## src/rtl/comparator_4bit_pkg.sv

```systemverilog
// Shared definitions for the cascadable 4-bit magnitude comparator:
// default operand width and the one-hot {Equal, Greater, Less} result encodings.
package comparator_4bit_pkg;

  localparam int WidthDefault = 4;

  typedef enum logic [2:0] {
    ResRst = 3'b000,
    ResLt  = 3'b001,
    ResGt  = 3'b010,
    ResEq  = 3'b100
  } cmpResult_e;

  // Lower-stage verdict used when the local operands tie; an all-zero cascade reads as equal.
  function automatic cmpResult_e resolveCascade(input logic eqIn, input logic gtIn,
                                                input logic ltIn);
    if (eqIn)      return ResEq;
    else if (gtIn) return ResGt;
    else if (ltIn) return ResLt;
    else           return ResEq;
  endfunction

endpackage

```

## src/rtl/comparator_1bit.sv

```systemverilog
// Single bit slice of the magnitude comparator: flags whether this bit alone
// makes A greater or less than B.
module comparator_1bit (
  input  logic a,
  input  logic b,
  output logic gt,
  output logic lt
);

  assign gt = a & ~b;
  assign lt = ~a & b;

endmodule

```

## src/rtl/comparator_4bit.sv

```systemverilog
// Cascadable unsigned 4-bit magnitude comparator with a registered one-hot
// {Equal, Greater, Less} result and one cycle of latency.
module comparator_4bit
  import comparator_4bit_pkg::*;
#(
  parameter int WIDTH = WidthDefault
) (
  input  logic             clk,
  input  logic             rst_n,
  input  logic [WIDTH-1:0] A,
  input  logic [WIDTH-1:0] B,
  input  logic             EqualIn,
  input  logic             GreaterIn,
  input  logic             LessIn,
  output logic             EqualOut,
  output logic             GreaterOut,
  output logic             LessOut
);

  logic [WIDTH-1:0] bitGt;
  logic [WIDTH-1:0] bitLt;
  logic             magGt;
  logic             magLt;
  cmpResult_e       nextResult;
  cmpResult_e       result_p0;

  for (genvar i = 0; i < WIDTH; i++) begin : gSlice
    comparator_1bit uSlice (
      .a  (A[i]),
      .b  (B[i]),
      .gt (bitGt[i]),
      .lt (bitLt[i])
    );
  end

  // Scanning upward lets each higher differing bit override the lower ones,
  // so the most significant difference decides.
  always_comb begin
    magGt = 1'b0;
    magLt = 1'b0;
    for (int i = 0; i < WIDTH; i++) begin
      if (bitGt[i] || bitLt[i]) begin
        magGt = bitGt[i];
        magLt = bitLt[i];
      end
    end
  end

  always_comb begin
    nextResult = ResRst;
    if (magGt)      nextResult = ResGt;
    else if (magLt) nextResult = ResLt;
    else            nextResult = resolveCascade(EqualIn, GreaterIn, LessIn);
  end

  // Stage p0: output register. Reset clears it at once; release only takes
  // effect at the next rising clk edge, which loads a fresh comparison.
  always_ff @(posedge clk or negedge rst_n) begin
    if (!rst_n) result_p0 <= ResRst;
    else        result_p0 <= nextResult;
  end

  assign {EqualOut, GreaterOut, LessOut} = result_p0;

endmodule

```

## config.mk

```make
export PLATFORM = sky130hd
export DESIGN_NAME = comparator_4bit
export DESIGN_NICKNAME = d
export VERILOG_FILES = /design/src/rtl/comparator_4bit_pkg.sv /design/src/rtl/comparator_1bit.sv /design/src/rtl/comparator_4bit.sv
export SDC_FILE = /design/constraint.sdc
export NUM_CORES = 1
export LEC_CHECK = 0
export ABC_AREA = 1
export CAP_MARGIN = 20
export CORE_AREA = 2 2 39 41
export CTS_CLUSTER_SIZE = 8
export DETAILED_ROUTE_END_ITERATION = 6
export DIE_AREA = 0 0 41 43
export SLEW_MARGIN = 20
export SYNTH_ARGS = -nofsm -noshare
export SYNTH_HDL_FRONTEND = slang
export SYNTH_SLANG_ARGS = --single-unit
```

## constraint.sdc

```tcl
create_clock -name clk -period 0.8 [get_ports clk]
set_input_delay 0.16 -clock clk [delete_from_list [all_inputs] [get_ports clk]]
set_output_delay 0.16 -clock clk [all_outputs]
set_load 0.1 [all_outputs]
```

==> results of run 1 <==
[timing repair]
item	4_1_cts	5_1_grt
gates resized for setup	43	4
pin swaps	14	5
hold buffers	0	0
endpoints found under the setup margin	6	6
[cells by family after synthesis]
kind of cell | after synthesis
buffers and inverters | 13
AO/OA/AOI/OAI | 2
AND/OR/NAND/NOR | 23
adder cells (fa/ha/maj) | 6
flip-flops | 3
[routing by layer]
| metal | share of wire, % | vias to the layer above | global-route usage, % |
|---|---|---|---|
| met1 | 40 | 155 | 13.83 |
| met4 | 3.2 | 0 | 10.00 |
| met2 | 47 | 13 | 16.88 |
| li1 | - | 181 | - |
| met5 | 0 | - | 0 |
| met3 | 8.7 | 4 | 4.712 |
[power breakdown]
part / total (uW) / internal, uW / switching [uW]
combinational: 573 / 239 / 334
sequential: 208 / 188 / 19.4
clock: 277 / 188 / 89.5
total: 1060 / 615 / 443
[through the flow]
step	utilization, %	hold slack (ns)	TNS, ns
floorplan	-	-0.1356	-0.2918
finish	47.20	0.1001	-0.6883
global placement	41.77	0.3546	-2.294
global route	47.20	0.1132	-0.9152
CTS	46.11	0.1042	-0.6931
detailed placement	41.77	0.3539	-2.368
[final cells by class]
type	instances	area, sq um	area share, %
Sequential cell	3	83.83	12.84
Multi-Input combinational cell	31	282.8	43.30
Tap cell	16	20.02	3.065
Inverter	13	63.81	9.770
Clock buffer	4	26.28	4.023
Timing Repair Buffer	16	176.4	27.01
[worst max-delay path by stage]
stage / start / end / slack (ns) / cells after the start
floorplan: A[1] / result_p0[0] / -0.12 / 9
global placement: A[1] / result_p0[0] / -0.78 / 10
detailed placement: A[1] / result_p0[0] / -0.81 / 10
CTS: result_p0[0] / LessOut / -0.24 / 1
global route: result_p0[1] / GreaterOut / -0.26 / 1
finish: result_p0[0] / LessOut / -0.24 / 1
[cells in the mapped netlist]
library cell / number
nand2_2: 2
dfrtp_1: 3
inv_1: 12
nand3_1: 7
ha_1: 6
nor2_1: 5
a21boi_2: 1
inv_2: 1
nand3_2: 1
o21ai_0: 1
nor2_2: 1
nand2_1: 7
==> flow_metrics.tcl, run 1 <==
set metrics [dict create \
    crit_required_ns 0.64 \
    yosysWarnings 0 \
    critPathSlowestCell "dfrtp_4" \
    synth_simple_gate_area_share_pct 33.59 \
    hold_class "in2async" \
    crit_chain "buf_12" \
    portBuffers 15 \
    total_power_uw 1058 \
    antenna_left 0 \
    cp.arrival_ns 0.88 \
    synth_xor_area_share_pct 0 \
    vias 353 \
    die_w_microns 41 \
    drc 0 \
    avgSynthCellArea_sq_um 6.895 \
    synth_area_leaders "dfrtp_1 (23%), ha_1 (23%), inv_1 (14%), nand3_1 (11%), nand2_1 (8.1%)" \
    leakagePower_uw 0.0003277 \
    dr.pass1.iters 2 \
    crit_family "flip-flops" \
    overflow 0 \
    worstSetupPathType "reg2out" \
    layout_common_cells "inv_1 (8), nand2_1 (6), nand3_1 (4), nand3_2 (4), nor2_4 (4)" \
    grtUsageTotal_pct 12.15 \
    largestRegisters "result_p0 (3)" \
    crit_buf_inv 1 \
    drt-initial-drc-count 2 \
    synth-seq-cells 3 \
    max_stage_delay_ns 0.47 \
    period_share_pct 130.1 \
    synth_nets 66 \
    cp_max_fo 1 \
    fmax_mhz 960.5 \
    yosysTopAreaCell "dfrtp_1" \
    rsz0062_at_grt "true" \
    clockBufferDepth 2 \
    regMostFlops "result_p0" \
    io_pins 16 \
    mappedNetlistArea_sq_um 324.1 \
    outcome "finished, violations left" \
    final_common_cell "inv_1" \
    grt_pass1_vias 372 \
    cts-root-buf "clkbuf_4" \
    die_y_microns 43 \
    die_area_sq_mm 0.001763 \
    yosysUniqueCellTypes 12 \
    wl_per_cell_microns 9.169 \
    fin_nets 87 \
    setup_violations 6 \
    core-area_sq_mm 0.001384 \
    drt-total-wl_microns 761 \
    final_cell_area_sq_um 653.1 \
    cts_tree "yes" \
    synthToLayoutAreaGrowth_pct 101.5 \
    max_slew_margin_pct 90.85 \
    grt_max_degree 5 \
    drv_cap 0 \
    gp_congestion 0.7026 \
    clock_sinks 3 \
    viasPerCell 4.253 \
    setup_slack_ns -0.2411 \
    cts_buffers 3 \
    ys_seq_area_share_pct 23.17 \
    drv_slew 0 \
    end_kind "output pin" \
    placed_cells 79 \
    fillers 144 \
    grt_pass1_wl_mm 1.400 \
    antenna_found_initial 0 \
    largest_reg_flops 3 \
    cp-start-kind "register" \
    synth_top_family_by_area "simple AND/OR/NAND/NOR gates" \
    drive_above_1_share_pct 53.73 \
    synthMuxAreaShare_pct 0 \
    dpl_cell_area_sq_um 578.1 \
    pre_cts_ws_ns -0.8083 \
    period_minus_slack_ns 1.041 \
    initial_core_util_pct 23.42 \
    yosysTopAreaCellShare_pct 23.17 \
    cts_setup_buffers 0 \
    instances_no_fill 83 \
    hold_viol 0 \
    h-tree-depth 1 \
    syn_inst 47 \
    ir_drop_mv 0.5437 \
    synth_compound_area_share_pct 5.019 \
    powerDensity_mw_per_mm2 1620 \
    rows 14 \
    cts.reportedPaths.clkPinSlew_ns 0.04 \
    violations "setup timing" \
    tightest_slew_ns 0.1369 \
    antennaDiodeCount 0 \
    synthAdderAreaFrac_pct 23.17 \
]
Note: power is estimated with default switching activity, not from simulation.
==> run 2: changes to the inputs <==
Settings changed: DONT_BUFFER_PORTS from default to 1.
==> flow_metrics.tcl, run 2 (same netlist as run 1, synthesis figures left out) <==
set metrics [dict create \
    worstSetupPathType "reg2out" \
    crit_required_ns 0.64 \
    antennaDiodeCount 0 \
    drv_slew 0 \
    overflow 0 \
    drv_cap 0 \
    cts.reportedPaths.clkPinSlew_ns 0.03 \
    hold_path_startpoint "EqualIn" \
    wl_per_cell_microns 7.667 \
    fmax_mhz 1009 \
    vias 280 \
    placed_cells 64 \
    grt_pass1_vias 271 \
    fin_nets 73 \
    antenna_left 0 \
    initial_core_util_pct 23.42 \
    grtUsageTotal_pct 7.508 \
    hold_viol 0 \
    cts_buffers 3 \
    violations "setup timing" \
    grt_pass1_wl_microns 910 \
    regMostFlops "result_p0" \
    dr.pass1.iters 1 \
    startpoint "result_p0[1]" \
    clock_sinks 3 \
    end_kind "output pin" \
    drive_above_1_share_pct 37.74 \
    synthToLayoutAreaGrowth_pct 37.84 \
    powerDensity_mw_per_mm2 1850 \
    die_w_microns 41 \
    cts_tree "yes" \
    max_slew_margin_pct 80.37 \
    setup_violations 3 \
    period_share_pct 123.9 \
    ir_drop_mv 0.3352 \
    cp_max_fo 1 \
    instances_no_fill 69 \
    drt-initial-drc-count 0 \
    die_area_sq_mm 0.001763 \
    antenna_found_initial 0 \
    leakagePower_uw 0.0002412 \
    drc 0 \
    cp.arrival_ns 0.83 \
    largest_reg_flops 3 \
    core-area_sq_mm 0.001384 \
    largestRegisters "result_p0 (3)" \
    gp_congestion 0.7613 \
    outcome "finished, violations left" \
    clockBufferDepth 2 \
    layout_common_cells "inv_1 (8), nand2_1 (7), nand3_1 (6)" \
    grt_max_degree 5 \
    fillers 152 \
    portBuffers 0 \
    ctsResizeCount 0 \
    rsz0062_at_grt "true" \
    cp-start-kind "register" \
    final_common_cell "inv_1" \
    drt-total-wl_microns 529 \
    io_pins 16 \
    hold-worst-slack_ns 0.1139 \
    setup_slack_ns -0.1915 \
    tightest_slew_ns 0.2957 \
    cts-root-buf "clkbuf_4" \
    period_minus_slack_ns 0.9915 \
    hold_class "in2reg" \
    h-tree-depth 1 \
    viasPerCell 4.058 \
    setup_tns_ns -0.5352 \
    hpwlAfterDp_microns 501.3 \
    die_y_microns 43 \
    rows 14 \
]
-- run 2: changes by cell type in the layout (fill, tap and decap cells not counted), moves of 2 or more --
cell and delta:
nor2_4 -4, buf_2 -3, clkdlybuf4s50_1 -3, dlygate4sd2_1 -3, nor2_1 +3, buf_12 -2, buf_6 -2, inv_2 +2
nand3_1 +2, nand3_2 -2
-- run 2: repair_timing --
item,CTS,global route
pin swaps,0,0
setup buffers,0,0
hold buffers,1,0
hold endpoints to repair,3,0
endpoints found under the setup margin,3,3
gates cloned,0,0
-- run 2: worst paths after layout --
path	to	slack [ns]	cells after the start
max	GreaterOut	-0.19	0
min in group asynchronous	result_p0[0]	0.19	1
max in group asynchronous	result_p0[1]	0.45	1
min	result_p0[1]	0.11	3
-- run 2: report_power, final --
group | switching, uW | leakage [uW] | total, uW | internal (uW)
combinational | 148 | 0.000193 | 251 | 104
sequential | 134 | 0.0000337 | 322 | 189
clock | 66.8 | 0.0000150 | 253 | 186
total | 348 | 0.000241 | 826 | 479
-- run 2: cell type report --
class / instances / area [sq um] / area share (%)
well taps: 16 / 20.02 / 4.482
inverters: 13 / 56.30 / 12.61
flip-flops and latches: 3 / 83.83 / 18.77
multi-input cells: 31 / 230.2 / 51.54
clock buffers: 4 / 26.28 / 5.882
repair buffers: 2 / 30.03 / 6.723
-- run 2: layer usage --
| metal | global-route usage (%) | share of wire (%) | vias up |
|---|---|---|---|
| met4 | 6.000 | 0 | 0 |
| met2 | 10.63 | 48 | 11 |
| met1 | 8.599 | 37 | 116 |
| met3 | 2.618 | 15 | 0 |
| li1 | - | - | 153 |
| met5 | 0 | 0 | - |
-- run 2: stage by stage --
step | power, uW | cell area [sq um] | util, % | setup WS (ns)
after global routing | 893.0 | 446.7 | 32.28 | -0.2131
after global placement | 568.6 | 410.4 | 29.66 | -0.1620
after detailed placement | 574.0 | 410.4 | 29.66 | -0.1699
after floorplan | 513.6 | 370.4 | - | -0.1155
final | 826.4 | 446.7 | 32.28 | -0.1915
after CTS | 842.5 | 446.7 | 32.28 | -0.1997
